$ cat src/rtl/rgb2gray_frontend_if.sv
// Video bus between the capture side and rgb2gray_frontend: RGB888 timing in, gray timing out.
// The master drives the pre_* side; the frontend (slave) drives the post_* side.
`timescale 1ns/1ps
interface rgb2gray_frontend_if;
   logic        pre_vs;
   logic        pre_de;
   logic [23:0] pre_rgb;
   logic        post_vs;
   logic        post_de;
   logic [7:0]  post_data;

   modport master (
      output pre_vs, pre_de, pre_rgb,
      input  post_vs, post_de, post_data
   );

   modport slave (
      input  pre_vs, pre_de, pre_rgb,
      output post_vs, post_de, post_data
   );
endinterface

$ cat src/rtl/rgb2gray_frontend.sv
// RGB888 to 8-bit gray front end: 3-stage luma/channel pipe, frame counter, sticky geometry checks.
// Define GRAY_STATS_EN to add the per-frame luma accumulator driving luma_sum.
`timescale 1ns/1ps
module rgb2gray_frontend #(
   parameter int IMG_HDISP = 1280,
   parameter int IMG_VDISP = 720
) (
   input  logic               clk,
   input  logic               rst_n,
   input  logic [1:0]         ch_sel,
   input  logic               err_clr,
   rgb2gray_frontend_if.slave vid,
   output logic [1:0]         mode_act,
   output logic [15:0]        frame_cnt,
   output logic               line_err,
   output logic               frame_err,
   output logic [31:0]        luma_sum
);

   localparam int PIX_CLOG  = $clog2(IMG_HDISP + 1);
   localparam int LINE_CLOG = $clog2(IMG_VDISP + 1);
   localparam int PIX_W     = (PIX_CLOG > 13) ? PIX_CLOG : 13;
   localparam int LINE_W    = (LINE_CLOG > 12) ? LINE_CLOG : 12;

   localparam logic [PIX_W-1:0]  PIX_MAX = '1;
   localparam logic [PIX_W-1:0]  HDISP_V = PIX_W'(IMG_HDISP);
   localparam logic [LINE_W-1:0] VDISP_V = LINE_W'(IMG_VDISP);

   logic              vs_q;
   logic              de_q;
   logic              armed;
   logic              frame_start;
   logic              de_fall;
   logic              line_set;
   logic              frame_set;
   logic [PIX_W-1:0]  pix_cnt;
   logic [LINE_W-1:0] line_cnt;

   logic [14:0]       r_d1;
   logic [15:0]       g_d1;
   logic [12:0]       b_d1;
   logic [7:0]        ch_sel_px;
   logic [7:0]        ch_d1;
   logic [7:0]        ch_d2;
   logic              luma_d1;
   logic              luma_d2;
   logic              vs_d1;
   logic              vs_d2;
   logic              de_d1;
   logic              de_d2;
   logic [15:0]       sum_d2;
   logic [16:0]       rounded;
   logic [7:0]        y;

   assign frame_start = vid.pre_vs & ~vs_q;
   assign de_fall     = de_q & ~vid.pre_de;
   assign line_set    = de_fall & armed & (pix_cnt != HDISP_V);
   assign frame_set   = frame_start & armed & (line_cnt != VDISP_V);

   // Frame-start bookkeeping: mode is latched once per frame so a mid-frame ch_sel change waits.
   always_ff @(posedge clk or negedge rst_n) begin
      if (!rst_n) begin
         vs_q      <= 1'b0;
         de_q      <= 1'b0;
         armed     <= 1'b0;
         mode_act  <= 2'd0;
         frame_cnt <= 16'd0;
      end else begin
         vs_q <= vid.pre_vs;
         de_q <= vid.pre_de;
         if (frame_start) begin
            mode_act  <= ch_sel;
            frame_cnt <= frame_cnt + 16'd1;
            armed     <= 1'b1;
         end
      end
   end

   always_ff @(posedge clk or negedge rst_n) begin
      if (!rst_n) begin
         pix_cnt  <= '0;
         line_cnt <= '0;
      end else begin
         if (de_fall) begin
            pix_cnt <= '0;
         end else if (vid.pre_de && (pix_cnt != PIX_MAX)) begin
            pix_cnt <= pix_cnt + 1'b1;
         end
         if (frame_start) begin
            line_cnt <= '0;
         end else if (de_fall) begin
            line_cnt <= line_cnt + 1'b1;
         end
      end
   end

   // A set condition outranks a coincident clear so no error is ever lost.
   always_ff @(posedge clk or negedge rst_n) begin
      if (!rst_n) begin
         line_err  <= 1'b0;
         frame_err <= 1'b0;
      end else begin
         if (line_set) begin
            line_err <= 1'b1;
         end else if (err_clr) begin
            line_err <= 1'b0;
         end
         if (frame_set) begin
            frame_err <= 1'b1;
         end else if (err_clr) begin
            frame_err <= 1'b0;
         end
      end
   end

   always_comb begin
      ch_sel_px = vid.pre_rgb[23:16];
      case (mode_act)
         2'd2:    ch_sel_px = vid.pre_rgb[15:8];
         2'd3:    ch_sel_px = vid.pre_rgb[7:0];
         default: ch_sel_px = vid.pre_rgb[23:16];
      endcase
   end

   // Pass-through channels ride the same stages as luma so latency never depends on mode.
   always_ff @(posedge clk or negedge rst_n) begin
      if (!rst_n) begin
         r_d1    <= 15'd0;
         g_d1    <= 16'd0;
         b_d1    <= 13'd0;
         ch_d1   <= 8'd0;
         luma_d1 <= 1'b0;
         vs_d1   <= 1'b0;
         de_d1   <= 1'b0;
         sum_d2  <= 16'd0;
         ch_d2   <= 8'd0;
         luma_d2 <= 1'b0;
         vs_d2   <= 1'b0;
         de_d2   <= 1'b0;
      end else begin
         r_d1    <= {7'd0, vid.pre_rgb[23:16]} * 15'd77;
         g_d1    <= {8'd0, vid.pre_rgb[15:8]} * 16'd150;
         b_d1    <= {5'd0, vid.pre_rgb[7:0]} * 13'd29;
         ch_d1   <= ch_sel_px;
         luma_d1 <= (mode_act == 2'd0);
         vs_d1   <= vid.pre_vs;
         de_d1   <= vid.pre_de;
         sum_d2  <= {1'b0, r_d1} + g_d1 + {3'b000, b_d1};
         ch_d2   <= ch_d1;
         luma_d2 <= luma_d1;
         vs_d2   <= vs_d1;
         de_d2   <= de_d1;
      end
   end

   always_comb begin
      rounded = {1'b0, sum_d2} + 17'd128;
      y       = (rounded[16:8] > 9'd255) ? 8'd255 : rounded[15:8];
   end

   always_ff @(posedge clk or negedge rst_n) begin
      if (!rst_n) begin
         vid.post_vs   <= 1'b0;
         vid.post_de   <= 1'b0;
         vid.post_data <= 8'd0;
      end else begin
         vid.post_vs   <= vs_d2;
         vid.post_de   <= de_d2;
         vid.post_data <= de_d2 ? (luma_d2 ? y : ch_d2) : 8'd0;
      end
   end

`ifdef GRAY_STATS_EN
   logic [7:0]  y_d3;
   logic [31:0] acc;
   logic        post_vs_q;

   // Latching on the output-side vs edge guarantees every pixel of the previous frame is included.
   always_ff @(posedge clk or negedge rst_n) begin
      if (!rst_n) begin
         y_d3      <= 8'd0;
         acc       <= 32'd0;
         post_vs_q <= 1'b0;
         luma_sum  <= 32'd0;
      end else begin
         y_d3      <= y;
         post_vs_q <= vid.post_vs;
         if (vid.post_vs && !post_vs_q) begin
            luma_sum <= acc;
            acc      <= vid.post_de ? {24'd0, y_d3} : 32'd0;
         end else if (vid.post_de) begin
            acc <= acc + {24'd0, y_d3};
         end
      end
   end
`else
   assign luma_sum = 32'd0;
`endif

endmodule

$ cat src/flat_wrapper.sv
// flat-port wrapper written by rule: the top's interface ports become plain ports
module rgb2gray_frontend_flat 
#(
   parameter int IMG_HDISP = 1280,
   parameter int IMG_VDISP = 720
)
  (clk, rst_n, ch_sel, err_clr, mode_act, frame_cnt, line_err, frame_err, luma_sum, vid_pre_vs, vid_pre_de, vid_pre_rgb, vid_post_vs, vid_post_de, vid_post_data);
  rgb2gray_frontend_if vid_i ();
  input  logic clk;
  input  logic rst_n;
  input  logic [1:0] ch_sel;
  input  logic err_clr;
  output logic [1:0] mode_act;
  output logic [15:0] frame_cnt;
  output logic line_err;
  output logic frame_err;
  output logic [31:0] luma_sum;
  input wire logic [$bits(vid_i.pre_vs)-1:0] vid_pre_vs;
  input wire logic [$bits(vid_i.pre_de)-1:0] vid_pre_de;
  input wire logic [$bits(vid_i.pre_rgb)-1:0] vid_pre_rgb;
  output wire logic [$bits(vid_i.post_vs)-1:0] vid_post_vs;
  output wire logic [$bits(vid_i.post_de)-1:0] vid_post_de;
  output wire logic [$bits(vid_i.post_data)-1:0] vid_post_data;
  assign vid_i.pre_vs = vid_pre_vs;
  assign vid_i.pre_de = vid_pre_de;
  assign vid_i.pre_rgb = vid_pre_rgb;
  assign vid_post_vs = vid_i.post_vs;
  assign vid_post_de = vid_i.post_de;
  assign vid_post_data = vid_i.post_data;
  rgb2gray_frontend #(.IMG_HDISP(IMG_HDISP), .IMG_VDISP(IMG_VDISP)) u_core (.clk(clk), .rst_n(rst_n), .ch_sel(ch_sel), .err_clr(err_clr), .vid(vid_i), .mode_act(mode_act), .frame_cnt(frame_cnt), .line_err(line_err), .frame_err(frame_err), .luma_sum(luma_sum));
endmodule
$ cat config.mk
export PLATFORM = sky130hd
export DESIGN_NAME = rgb2gray_frontend_flat
export DESIGN_NICKNAME = d
export VERILOG_FILES = /design/src/rtl/rgb2gray_frontend_if.sv /design/src/rtl/rgb2gray_frontend.sv /design/src/flat_wrapper.sv
export SDC_FILE = /design/constraint.sdc
export NUM_CORES = 1
export LEC_CHECK = 0
export ABC_AREA = 1
export BUFFER_PORTS_ARGS = -buffer_cell sky130_fd_sc_hd__buf_2
export CAP_MARGIN = 10
export CORE_MARGIN = 3
export CORE_UTILIZATION = 45
export CTS_CLUSTER_SIZE = 25
export DETAILED_ROUTE_END_ITERATION = 10
export GPL_ROUTABILITY_DRIVEN = 1
export SYNTH_ARGS = -nofsm -noshare
export SYNTH_HDL_FRONTEND = slang
export SYNTH_SLANG_ARGS = --single-unit
$ cat constraint.sdc
create_clock -name clk -period 4.9 [get_ports clk]
set_input_delay 0.49 -clock clk [delete_from_list [all_inputs] [get_ports clk]]
set_output_delay 0.49 -clock clk [all_outputs]
set_load 0.02 [all_outputs]
==> flow_summary.json <==
{
  "globalplace.congestion": 0.904,
  "synth.cell_area_um2": 9490,
  "post_synth_inst_count": 1154,
  "crit_chain": "buf_2 -> ha_1 -> ha_1 -> inv_1 -> fa_1 -> fa_1 -> inv_1 -> ha_1 -> a21oi_1 -> nor2_1 -> nor2_1 -> nand2_1 -> xor2_1",
  "finalHoldViolations": 0,
  "cts-htree-levels": 4,
  "clock_pin_slew_reported_for_the_worst_setup_and_hold_paths_after_clock_tree_synthesis_ns": 0.07,
  "finalSetupViolCount": 0,
  "drcViolationCount": 0,
  "dieArea_um2": 22900,
  "drtAntennaViolNets": 0,
  "count_of_cell_types_in_the_netlist": 33,
  "run_status": "finished clean",
  "worstHoldPathType": "in2async",
  "synth-async-reset-ratio_pct": 100,
  "cpMaxStageDelayCell": "fa_1",
  "routedWlPerCell_um": 13.3,
  "placeableCoreArea_um2": 20500,
  "cts.repair_timing.setup_buffer_count": 0,
  "n_fill_cell": 1984,
  "period_share_pct": 60.7,
  "synth.yosys.warnings": 0,
  "cts_hold_repair_buffers": 0,
  "worst_path_setup_slack_after_routing_ns": 1.93,
  "synthDominantAreaCellType": "dfrtp_1",
  "areaGrowthSynthToFinish_pct": 11.4,
  "synth_seq_area_share_pct": 34.3,
  "layout-drive-gt1-share_pct": 8.06,
  "preCtsSetupSlack_ns": 1.48,
  "clock-root-buffer": "clkbuf_16",
  "relSlewSlack_pct": 41.6,
  "vias_per_cell": 4.79,
  "port_buffers": 60,
  "cellPowerDensity_nw_per_um2": 546,
  "critical_path.max_stage_delay_ns": 0.51,
  "fp-row-count": 52,
  "grt_first_pass_wirelength_mm": 33.5,
  "critical_path_most_common_cell": "ha_1",
  "max-vdd-ir-drop_uv": 375,
  "rr_worst_depth": 8,
  "detail_route.wirelength_mm": 20.1,
  "post_synth_most_frequent_cells": "nand2_1, inv_1, dfrtp_1",
  "cts_repair_resize_count": 0,
  "critical_path.startpoint_type": "input pin",
  "yosys.area.top_type_share_pct": 34.3,
  "overflow": 0,
  "fin_hold_ws_ns": 0.122,
  "drv_slew": 0,
  "register_area_um2": 3250,
  "synthMostInstantiatedCell": "nand2_1",
  "post_synthesis_mean_instance_area_um2": 8.22,
  "grt_setup_unrepaired": "false",
  "clock_tree_from_tritoncts": "yes",
  "synth_edf_count": 0,
  "fin_tns_setup_ns": 0,
  "nNetsFinal": 1416,
  "setup_cp_type": "in2reg",
  "detailedRoute.firstIterationViolations": 338,
  "insertion_delay_ns": 0.42,
  "multiInputGateArea_um2": 5360,
  "cellLeakagePower_nw": 5.81,
  "antenna_cells_inserted": 0,
  "num_io_pins": 93,
  "y_dimension_of_the_die_um": 151,
  "cp.arrival_ns": 3.27,
  "critical_path_fanouts_max": 5,
  "dp_hpwl_mm": 16.4,
  "timing.final.crit_period_ns": 2.97,
  "drt_first_pass_iters": 5,
  "synth.ff_latch_count": 130,
  "sort_of_element_at_the_end_of_the_critical_path": "flip-flop",
  "worst_clock_skew_ns": 0.00805,
  "sink_count": 130,
  "largest_net_degree_at_the_start_of_global_routing": 96,
  "routed-via-count": 7239,
  "chipWidth_um": 151,
  "maxCapViolations": 0,
  "cts_made_buffers": 17,
  "antenna_found_initial": 0,
  "synthFlopType": "dfrtp_1",
  "start_util_pct": 46.3,
  "cts.path.max_buffers": 2,
  "vias_in_the_first_global_route": 6841,
  "clock.fmax_mhz": 336,
  "total_routing_usage_gr_pct": 18.5,
  "power_mw": 5.77,
  "worst-endpoint-required_ns": 5.20,
  "synth_area_leaders": "dfrtp_1, ha_1, nand2_1, fa_1, inv_1",
  "max_slew.worst_pin.slew_ns": 0.874
}
==> final cells by class <==
cell class / instances / area share (%)
Sequential cell: 130 / 30.8
Inverter: 193 / 6.85
Timing Repair Buffer: 61 / 2.97
Clock inverter: 14 / 1.36
Multi-Input combinational cell: 825 / 50.7
Clock buffer: 18 / 4.15
Tap cell: 270 / 3.20
==> critical path: cells and delay by family <==
kind | cells | cell delay (ns)
AO/OA/AOI/OAI | 1 | 0.24
XOR/XNOR | 1 | 0.14
buffers and inverters | 3 | 0.23
adder cells (fa/ha/maj) | 5 | 1.92
AND/OR/NAND/NOR | 3 | 0.27
==> worst paths after layout <==
path / startpoint / to / slack (ns)
max: vid_pre_rgb[12] / u_core.g_d1[11]$_DFF_PN0_ / 1.93
max in group asynchronous: rst_n / u_core.frame_cnt[5]$_DFFE_PN0P_ / 3.72
min: rst_n / u_core.pix_cnt[8]$_DFFE_PN0P_ / 0.12
min reg2reg: u_core.ch_d1[2]$_DFF_PN0_ / u_core.ch_d2[2]$_DFF_PN0_ / 0.35
min in group clk: vid_pre_vs / u_core.vs_q$_DFF_PN0_ / 0.21
max reg2reg: u_core.b_d1[9]$_DFF_PN0_ / u_core.sum_d2[14]$_DFF_PN0_ / 2.74
==> stage by stage <==
step	instances	area, um^2	util [%]
finish	1511	10600	51.6
global route	1511	10600	51.6
CTS	1511	10600	51.6
detailed placement	1479	9990	48.7
global placement	1479	9990	48.7
floorplan	1185	9600	-
==> cells by family (layout without fill, tap and decap cells) <==
family / after synthesis / in the layout / share of synthesized area [%]
AO/OA/AOI/OAI: 94 / 94 / 5.67
XOR/XNOR: 40 / 40 / 3.69
adder cells (fa/ha/maj): 157 / 157 / 23.7
buffers and inverters: 230 / 286 / 10.5
flip-flops: 130 / 130 / 34.3
other: 1 / 32 / 0.0395
AND/OR/NAND/NOR: 502 / 502 / 22.1
==> state kept, by name (all words and copies together) (netlist names), 8 cells and up <==
signal,cells
u_core.ch_d1,8
u_core.g_d1,15
u_core.pix_cnt,13
u_core.line_cnt,12
u_core.ch_d2,8
u_core.vid.post_data,8
u_core.frame_cnt,16
u_core.sum_d2,9
u_core.r_d1,15
u_core.b_d1,13
==> cells in the final DEF, fill, tap and decap left out, types with 3 or more instances in the layout <==
master        n
a21o_1        4
a21oi_1      37
and2_1        4
buf_2        59
clkbuf_16    17
clkinvlp_4    4
conb_1       32
dfrtp_1     130
fa_1         38
ha_1        119
inv_1       192
inv_6         5
nand2_1     296
nand2_2       3
nand3_1      74
nand3b_1      3
nand4_1      20
nor2_1       90
nor3_1        5
o211ai_1      8
o21ai_0      30
o21bai_1     11
xnor2_1      14
xor2_1       26
==> power breakdown <==
part / switching, mW / internal, mW
combinational: 1.92 / 1.09
sequential: 0.171 / 1.34
clock: 0.517 / 0.727
total: 2.61 / 3.16
==> routing by layer <==
| layer | part of all wire (%) | wire length (um) | global-route usage (%) | vias up |
|---|---|---|---|---|
| met2 | 49 | 9730 | 30.7 | 131 |
| li1 | - | - | - | 3760 |
| met5 | 0 | 0 | 0 | - |
| met4 | 1.7 | 348 | 5.49 | 0 |
| met1 | 47 | 9390 | 25.1 | 3323 |
| met3 | 2.9 | 589 | 3.05 | 25 |
(Power assumes the default switching activity.)
